$ cat src/rtl/fetch_stage_if.sv
// fetch_stage_if: fetch-stage bus carrying the decode controls, the instruction ROM port and the decode-stage outputs.
// master (fetch side) receives stall, redirect_en/target and imem_q.
// It drives imem_address, decode_pc_address/instruction/valid and squash_count.
// slave is the mirror view for the decode stage, ROM and execute stage.
interface fetch_stage_if;
  logic        stall;
  logic        redirect_en;
  logic [11:0] redirect_target;
  logic [11:0] imem_address;
  logic [31:0] imem_q;
  logic [11:0] decode_pc_address;
  logic [31:0] decode_instruction;
  logic        decode_valid;
  logic [15:0] squash_count;
  modport master(
    input  stall, redirect_en, redirect_target, imem_q,
    output imem_address, decode_pc_address, decode_instruction, decode_valid, squash_count
  );
  modport slave(
    output stall, redirect_en, redirect_target, imem_q,
    input  imem_address, decode_pc_address, decode_instruction, decode_valid, squash_count
  );
endinterface

$ cat src/rtl/fetch_stage.sv
// fetch_stage: 12-bit PC fetch stage feeding the fetch/decode latch from a one-cycle-latency ROM, with stall replay and redirect squash.
// Ports: clock and reset (synchronous, active-high) plus bus (fetch_stage_if.master).
// bus carries the stall/redirect inputs, the ROM address/data pair and the registered decode outputs.
module fetch_stage #(
  parameter logic [11:0] RESET_PC = 12'd0,
  parameter logic [31:0] NOP_WORD = 32'h0000_0000
) (
  input logic          clock,
  input logic          reset,
  fetch_stage_if.master bus
);
  logic [11:0] pc_q, pc_d, fetch_pc_q, fetch_pc_d, decode_pc_q, decode_pc_d;
  logic [31:0] decode_instr_q, decode_instr_d;
  logic        fetch_valid_q, fetch_valid_d, decode_valid_q, decode_valid_d;
  logic [15:0] squash_q, squash_d;
  logic        hold;
  // A redirect overrides a stall, so only a stall without redirect freezes the stage.
  always_comb begin
    hold           = bus.stall && !bus.redirect_en;
    pc_d           = bus.redirect_en ? bus.redirect_target : hold ? pc_q : pc_q + 12'd1;
    fetch_pc_d     = (bus.redirect_en || hold) ? fetch_pc_q : pc_q;
    fetch_valid_d  = !bus.redirect_en && (hold ? fetch_valid_q : 1'b1);
    decode_pc_d    = bus.redirect_en ? 12'd0 : hold ? decode_pc_q : fetch_pc_q;
    decode_instr_d = bus.redirect_en ? NOP_WORD : hold ? decode_instr_q : fetch_valid_q ? bus.imem_q : NOP_WORD;
    decode_valid_d = !bus.redirect_en && (hold ? decode_valid_q : fetch_valid_q);
    squash_d       = (bus.redirect_en && squash_q != 16'hFFFF) ? squash_q + 16'd1 : squash_q;
  end
  always_ff @(posedge clock) begin
    if (reset) begin
      pc_q           <= RESET_PC;
      fetch_pc_q     <= 12'd0;
      fetch_valid_q  <= 1'b0;
      decode_pc_q    <= 12'd0;
      decode_instr_q <= NOP_WORD;
      decode_valid_q <= 1'b0;
      squash_q       <= 16'd0;
    end else begin
      pc_q           <= pc_d;
      fetch_pc_q     <= fetch_pc_d;
      fetch_valid_q  <= fetch_valid_d;
      decode_pc_q    <= decode_pc_d;
      decode_instr_q <= decode_instr_d;
      decode_valid_q <= decode_valid_d;
      squash_q       <= squash_d;
    end
  end
  // While held, re-present the in-flight address so imem_q is still that word on release.
  assign bus.imem_address       = hold ? fetch_pc_q : pc_q;
  assign bus.decode_pc_address  = decode_pc_q;
  assign bus.decode_instruction = decode_instr_q;
  assign bus.decode_valid       = decode_valid_q;
  assign bus.squash_count       = squash_q;
endmodule

$ cat src/flat_wrapper.sv
// flat-port wrapper written by rule: the top's interface ports become plain ports
module fetch_stage_flat 
#(
  parameter logic [11:0] RESET_PC = 12'd0,
  parameter logic [31:0] NOP_WORD = 32'h0000_0000
)
  (clock, reset, bus_stall, bus_redirect_en, bus_redirect_target, bus_imem_q, bus_imem_address, bus_decode_pc_address, bus_decode_instruction, bus_decode_valid, bus_squash_count);
  fetch_stage_if bus_i ();
  input logic clock;
  input logic reset;
  input wire logic [$bits(bus_i.stall)-1:0] bus_stall;
  input wire logic [$bits(bus_i.redirect_en)-1:0] bus_redirect_en;
  input wire logic [$bits(bus_i.redirect_target)-1:0] bus_redirect_target;
  input wire logic [$bits(bus_i.imem_q)-1:0] bus_imem_q;
  output wire logic [$bits(bus_i.imem_address)-1:0] bus_imem_address;
  output wire logic [$bits(bus_i.decode_pc_address)-1:0] bus_decode_pc_address;
  output wire logic [$bits(bus_i.decode_instruction)-1:0] bus_decode_instruction;
  output wire logic [$bits(bus_i.decode_valid)-1:0] bus_decode_valid;
  output wire logic [$bits(bus_i.squash_count)-1:0] bus_squash_count;
  assign bus_i.stall = bus_stall;
  assign bus_i.redirect_en = bus_redirect_en;
  assign bus_i.redirect_target = bus_redirect_target;
  assign bus_i.imem_q = bus_imem_q;
  assign bus_imem_address = bus_i.imem_address;
  assign bus_decode_pc_address = bus_i.decode_pc_address;
  assign bus_decode_instruction = bus_i.decode_instruction;
  assign bus_decode_valid = bus_i.decode_valid;
  assign bus_squash_count = bus_i.squash_count;
  fetch_stage #(.RESET_PC(RESET_PC), .NOP_WORD(NOP_WORD)) u_core (.clock(clock), .reset(reset), .bus(bus_i));
endmodule
$ cat config.mk
export PLATFORM = sky130hd
export DESIGN_NAME = fetch_stage_flat
export DESIGN_NICKNAME = d
export VERILOG_FILES = /design/src/rtl/fetch_stage_if.sv /design/src/rtl/fetch_stage.sv /design/src/flat_wrapper.sv
export SDC_FILE = /design/constraint.sdc
export NUM_CORES = 1
export LEC_CHECK = 0
export ABC_AREA = 1
export CAP_MARGIN = 20
export CORE_MARGIN = 8
export CORE_UTILIZATION = 35
export DETAILED_ROUTE_END_ITERATION = 7
export HOLD_SLACK_MARGIN = 0.06
export SETUP_SLACK_MARGIN = 0.5
export SLEW_MARGIN = 40
export SYNTH_ARGS = -nofsm -noshare
export SYNTH_HDL_FRONTEND = slang
export SYNTH_SLANG_ARGS = --single-unit
$ cat constraint.sdc
create_clock -name clock -period 2.1 [get_ports clock]
set_clock_uncertainty 0.1 [all_clocks]
set_input_delay 0.42 -clock clock [delete_from_list [all_inputs] [get_ports clock]]
set_output_delay 0.42 -clock clock [all_outputs]
set_load 0.02 [all_outputs]
Yosys cells after proc, flatten, opt, wreduce, memory -nomap -nowiden
Index checks and enable logic that the tools add are counted.

operators by class
  add/sub/neg operators = 2
  eq/ne operators = 2
  multiplexer cells = 6
  reductions and logical operators = 7

operator list
  cell                                           count
  two-way mux 12 bit                             3
  two-way mux 32 bit                             1
  adder 16 x 1 -> 16 bit, second input constant  1
  != test 16 bit, second input constant          1
  adder 12 x 1 -> 12 bit, second input constant  1
  logical AND 1 bit                              4
  two-way mux 1 bit                              2
  != test 2 bit, second input constant           1
  OR reduction 2 bit                             1
  zero test 1 bit                                1
  logical OR 1 bit                               1

storage, ports and cells
  register bits = 86
  input bits = 48
  output and inout port bits = 73
  word-level logic and storage cells = 24

Longest topological paths before layout
  depth after elaboration = 4
  gate-level depth with buffers = 10

Worst setup path after synthesis
OpenSTA, ideal clock, no wires.

  path kind = input -> output
  start = input port bus_redirect_en
  end = output port bus_imem_address[0]
  arrival = 1.490 ns
  required time = 1.580 ns
  path slack = 0.090 ns
  stages on the path = 5
  path through = clkbuf_8 -> nor2_4 -> inv_2 -> clkbuf_1 -> o21ai_0

on the way
  longest elaborated chain between the ends = 3

ends and longest elaborated chain
  element             line                text
  from (decl)         flat_wrapper.sv:12  input wire logic [$bits(bus_i.redirect_en)-1:0] bus_redirect_en;
  zero test 1 bit     fetch_stage.sv:19   hold = bus.stall && !bus.redirect_en;
  logical AND 1 bit   fetch_stage.sv:19
  two-way mux 12 bit  fetch_stage.sv:48   assign bus.imem_address = hold ? fetch_pc_q : pc_q;
  to (decl)           flat_wrapper.sv:15  output wire logic [$bits(bus_i.imem_address)-1:0] bus_imem_address;

No other way between the ends.

Worst setup path in the final report
  start = input port bus_stall
  end = output port bus_imem_address[8]

on the way
  longest elaborated chain between the ends = 2

ends and longest elaborated chain
  element             line                text
  from (decl)         flat_wrapper.sv:11  input wire logic [$bits(bus_i.stall)-1:0] bus_stall;
  logical AND 1 bit   fetch_stage.sv:19
  two-way mux 12 bit  fetch_stage.sv:48

No other way between the ends.

==> flow_summary.yaml <==
setup_path:
  worstPathMaxFanout: 7
  crit_arrival_ns: 1.24
  path_class: "in2out"
  slowest_stage: "buf_16"
  crit_chain: "buf_8 > inv_4 > nor2_4 > buf_6 > buf_16 > buf_4 > a21oi_2 > buf_6"
  required_ns: 1.58
  ff2ff_path_depth: 8
  endpoint_kind: "primary output"
  cp.depth: 8
  r2r_slack_ns: 0.53
  critPathMostFrequentCell: "buf_6"
  max_stage_delay_ns: 0.13
  cp_top_family: "buffers and inverters"
  cp-start-kind: "input port"
  path_buf_inv: 6
clock_tree:
  cts_root_buf: "clkbuf_8"
  cts_made_buffers: 9
  clockBufferDepth: 2
  cts_hold_buf: 0
  cts.htree.levels: 3
  clkTransAtPathRegs_ns: 0.09
  cts_tree: "built"
  cts_sinks: 86
  clock_latency_ns: 0.36
detailed_routing:
  first_pass_iters: 4
  via_per_inst: 4.941
  ant_nets: 0
  drcViolationCount: 0
  finalWirelength_um: 12620
  routedWlPerCell_um: 15.23
  vias: 4096
  drt-initial-drc-count: 298
power_and_ir_drop:
  ir_drop_v: 0.0002937
  power_uw: 3480
  p_leak_uw: 0.002365
  p_per_area_mw_per_mm2: 573.5
yosys:
  ys.flop_type: "dfxtp_1"
  syn_inst: 536
  post_synth_xor_area_fraction: 0.02022
  synth_cell_type_count: 36
  synth_mux_area_frac: 0
  avgSynthCellArea_um2: 7.274
  synth_edf_count: 0
  synthArstFlopShare: 0
  syn-cell-area_mm2: 0.003899
  synth_compound_area_frac: 0.1704
  synth_top_area_frac: 0.4416
  synth_top_family_by_area: "simple AND/OR/NAND/NOR gates"
  synthTopCellsByArea: "dfxtp_1 (44%), nand2_1 (13%), a21oi_1 (7.2%)"
  synth.net_count: 586
  synth_fa_ha_area_frac: 0.006418
  yosys_warnings: 0
  synth_simple_gate_area_frac: 0.2818
  yosys.area.top_type: "dfxtp_1"
  ys_seq_area_frac: 0.4416
  ys_ff_latch: 86
floorplanning:
  boundaryPins: 121
  die_x_um: 121.5
  die_h_um: 121.5
  rows: 38
  coreArea_mm2: 0.01084
  start_util: 0.3596
  die_area_mm2: 0.01477
layout:
  diodes: 0
  drive_gt1_frac: 0.2830
  syn_to_final_growth_pct: 55.65
  nNetsFinal: 734
  mostFrequentLayoutCell: "nand2_1"
  final_cell_area_mm2: 0.006068
  mostFrequentLayoutCells: "nand2_1 (123), dfxtp_1 (63), a21oi_1 (55), nand3_1 (46), clkdlybuf4s50_1 (45)"
hold_path:
  holdPathStages: 2
  hold_class: "reg2reg"
global_routing:
  grt_pass1_wl_um: 20100
  grt_max_degree: 27
  grt_pass1_vias: 3911
  gr-usage-all-layers: 0.1663
  antenna_found_initial: 0
  grt_overflow_total: 0
timing:
  finalSetupTns_ns: 0
  fmax_mhz: 566.8
  finalSetupViolCount: 0
  rsz0062_at_grt: "yes"
  final_hold_viol_count: 0
  worst_slew_pin_slew_ns: 0.4733
  finalMaxSlewViolations: 0
  period_share: 0.8401
  post-route-min-period_ns: 1.764
  slew_headroom: 0.6840
place:
  hpwlAfterDp_um: 9099
  gp_congestion: 0.8729
  placed_area_mm2: 0.005508
  numPortBuffers: 120
run:
  maxCapViolCount: 0
outcome:
  status: "finished, final reports clean"
## kinds of logic after synthesis
logic type	count (synthesis)
AO/OA/AOI/OAI	114
AND/OR/NAND/NOR	254
buffers and inverters	71
flip-flops	86
adder cells (fa/ha/maj)	2
XOR/XNOR	9
## synth_stat cells, drive strengths merged (2+ instances only)
cell	n
o211ai	3
clkbuf	11
nand3b	2
buf	18
nand4	5
inv	41
a211oi	11
xnor2	4
xor2	5
ha	2
dfxtp	86
a21oi	65
o21ai	31
nand3	47
nand2	143
nor2	47
nor3	8
## report_power, final
part / leakage (uW) / internal (uW) / total [uW] / switching, uW
combinational: 0.00155 / 289 / 585 / 297
sequential: 0.000712 / 1680 / 1730 / 54.0
clock: 0.000102 / 471 / 1170 / 695
## sequential cells by signal (all words and copies together), names as in the netlist
name and count:
u_core.fetch_pc_q 12, u_core.bus.squash_count 16, u_core.bus.decode_instruction 32, u_core.bus.decode_pc_address 12
u_core.bus.decode_valid 1, u_core.pc_q 12, u_core.fetch_valid_q 1
## per-stage QoR
| stage | hold slack (ns) | worst slack [ns] | util | instances |
|---|---|---|---|---|
| 2_1_floorplan | 0.3400 | 0.4161 | - | 536 |
| 3_3_place_gp | 0.3489 | -0.5786 | 0.5081 | 793 |
| 3_5_place_dp | 0.3540 | -0.5637 | 0.5081 | 793 |
| 4_1_cts | 0.3656 | 0.3181 | 0.5480 | 819 |
| 5_1_grt | 0.3873 | 0.3039 | 0.5598 | 829 |
| 6_report | 0.3667 | 0.3358 | 0.5598 | 829 |
## final cells by class
type	count	area, um^2
fill	1030	4772
multi-input combinational	380	2118
sequential	86	1768
timing repair buffer	165	1637
tap	140	175.2
inverter	42	167.7
clock buffer	9	123.9
clock inverter	7	78.83
## tightest hold or removal path, delay by kind of cell (launching register included)
family,cells,cell delay [ns]
DFF,1,0.32
and+or+nand+nor,1,0.06
AOI/OAI and AO/OA,1,0.05
## per-layer routing
metal | global-route usage | share of wire | vias to the layer above
met5 | 0 | 0 | -
met4 | 0.05937 | 0.016 | 0
met3 | 0.03748 | 0.066 | 13
met2 | 0.2745 | 0.47 | 141
met1 | 0.2087 | 0.44 | 1880
li1 | - | - | 2062
## what timing repair did
action,CTS,global route
gates resized for setup,234,88
pin swaps,6,13
cloned,2,1
buffers inserted,8,9
endpoints found under the setup margin,151,75
## path summary, 6_finish.rpt
path	start	to
worst max-delay path	bus_stall	bus_imem_address[8]
worst min-delay path	u_core.bus.decode_instruction[24]$_SDFFE_PP0P_	u_core.bus.decode_instruction[24]$_SDFFE_PP0P_
worst max register to register	u_core.bus.squash_count[1]$_SDFFE_PP0P_	u_core.bus.squash_count[4]$_SDFFE_PP0P_
worst min register to register	u_core.bus.decode_instruction[24]$_SDFFE_PP0P_	u_core.bus.decode_instruction[24]$_SDFFE_PP0P_
Power figures use the tool's default switching activity.
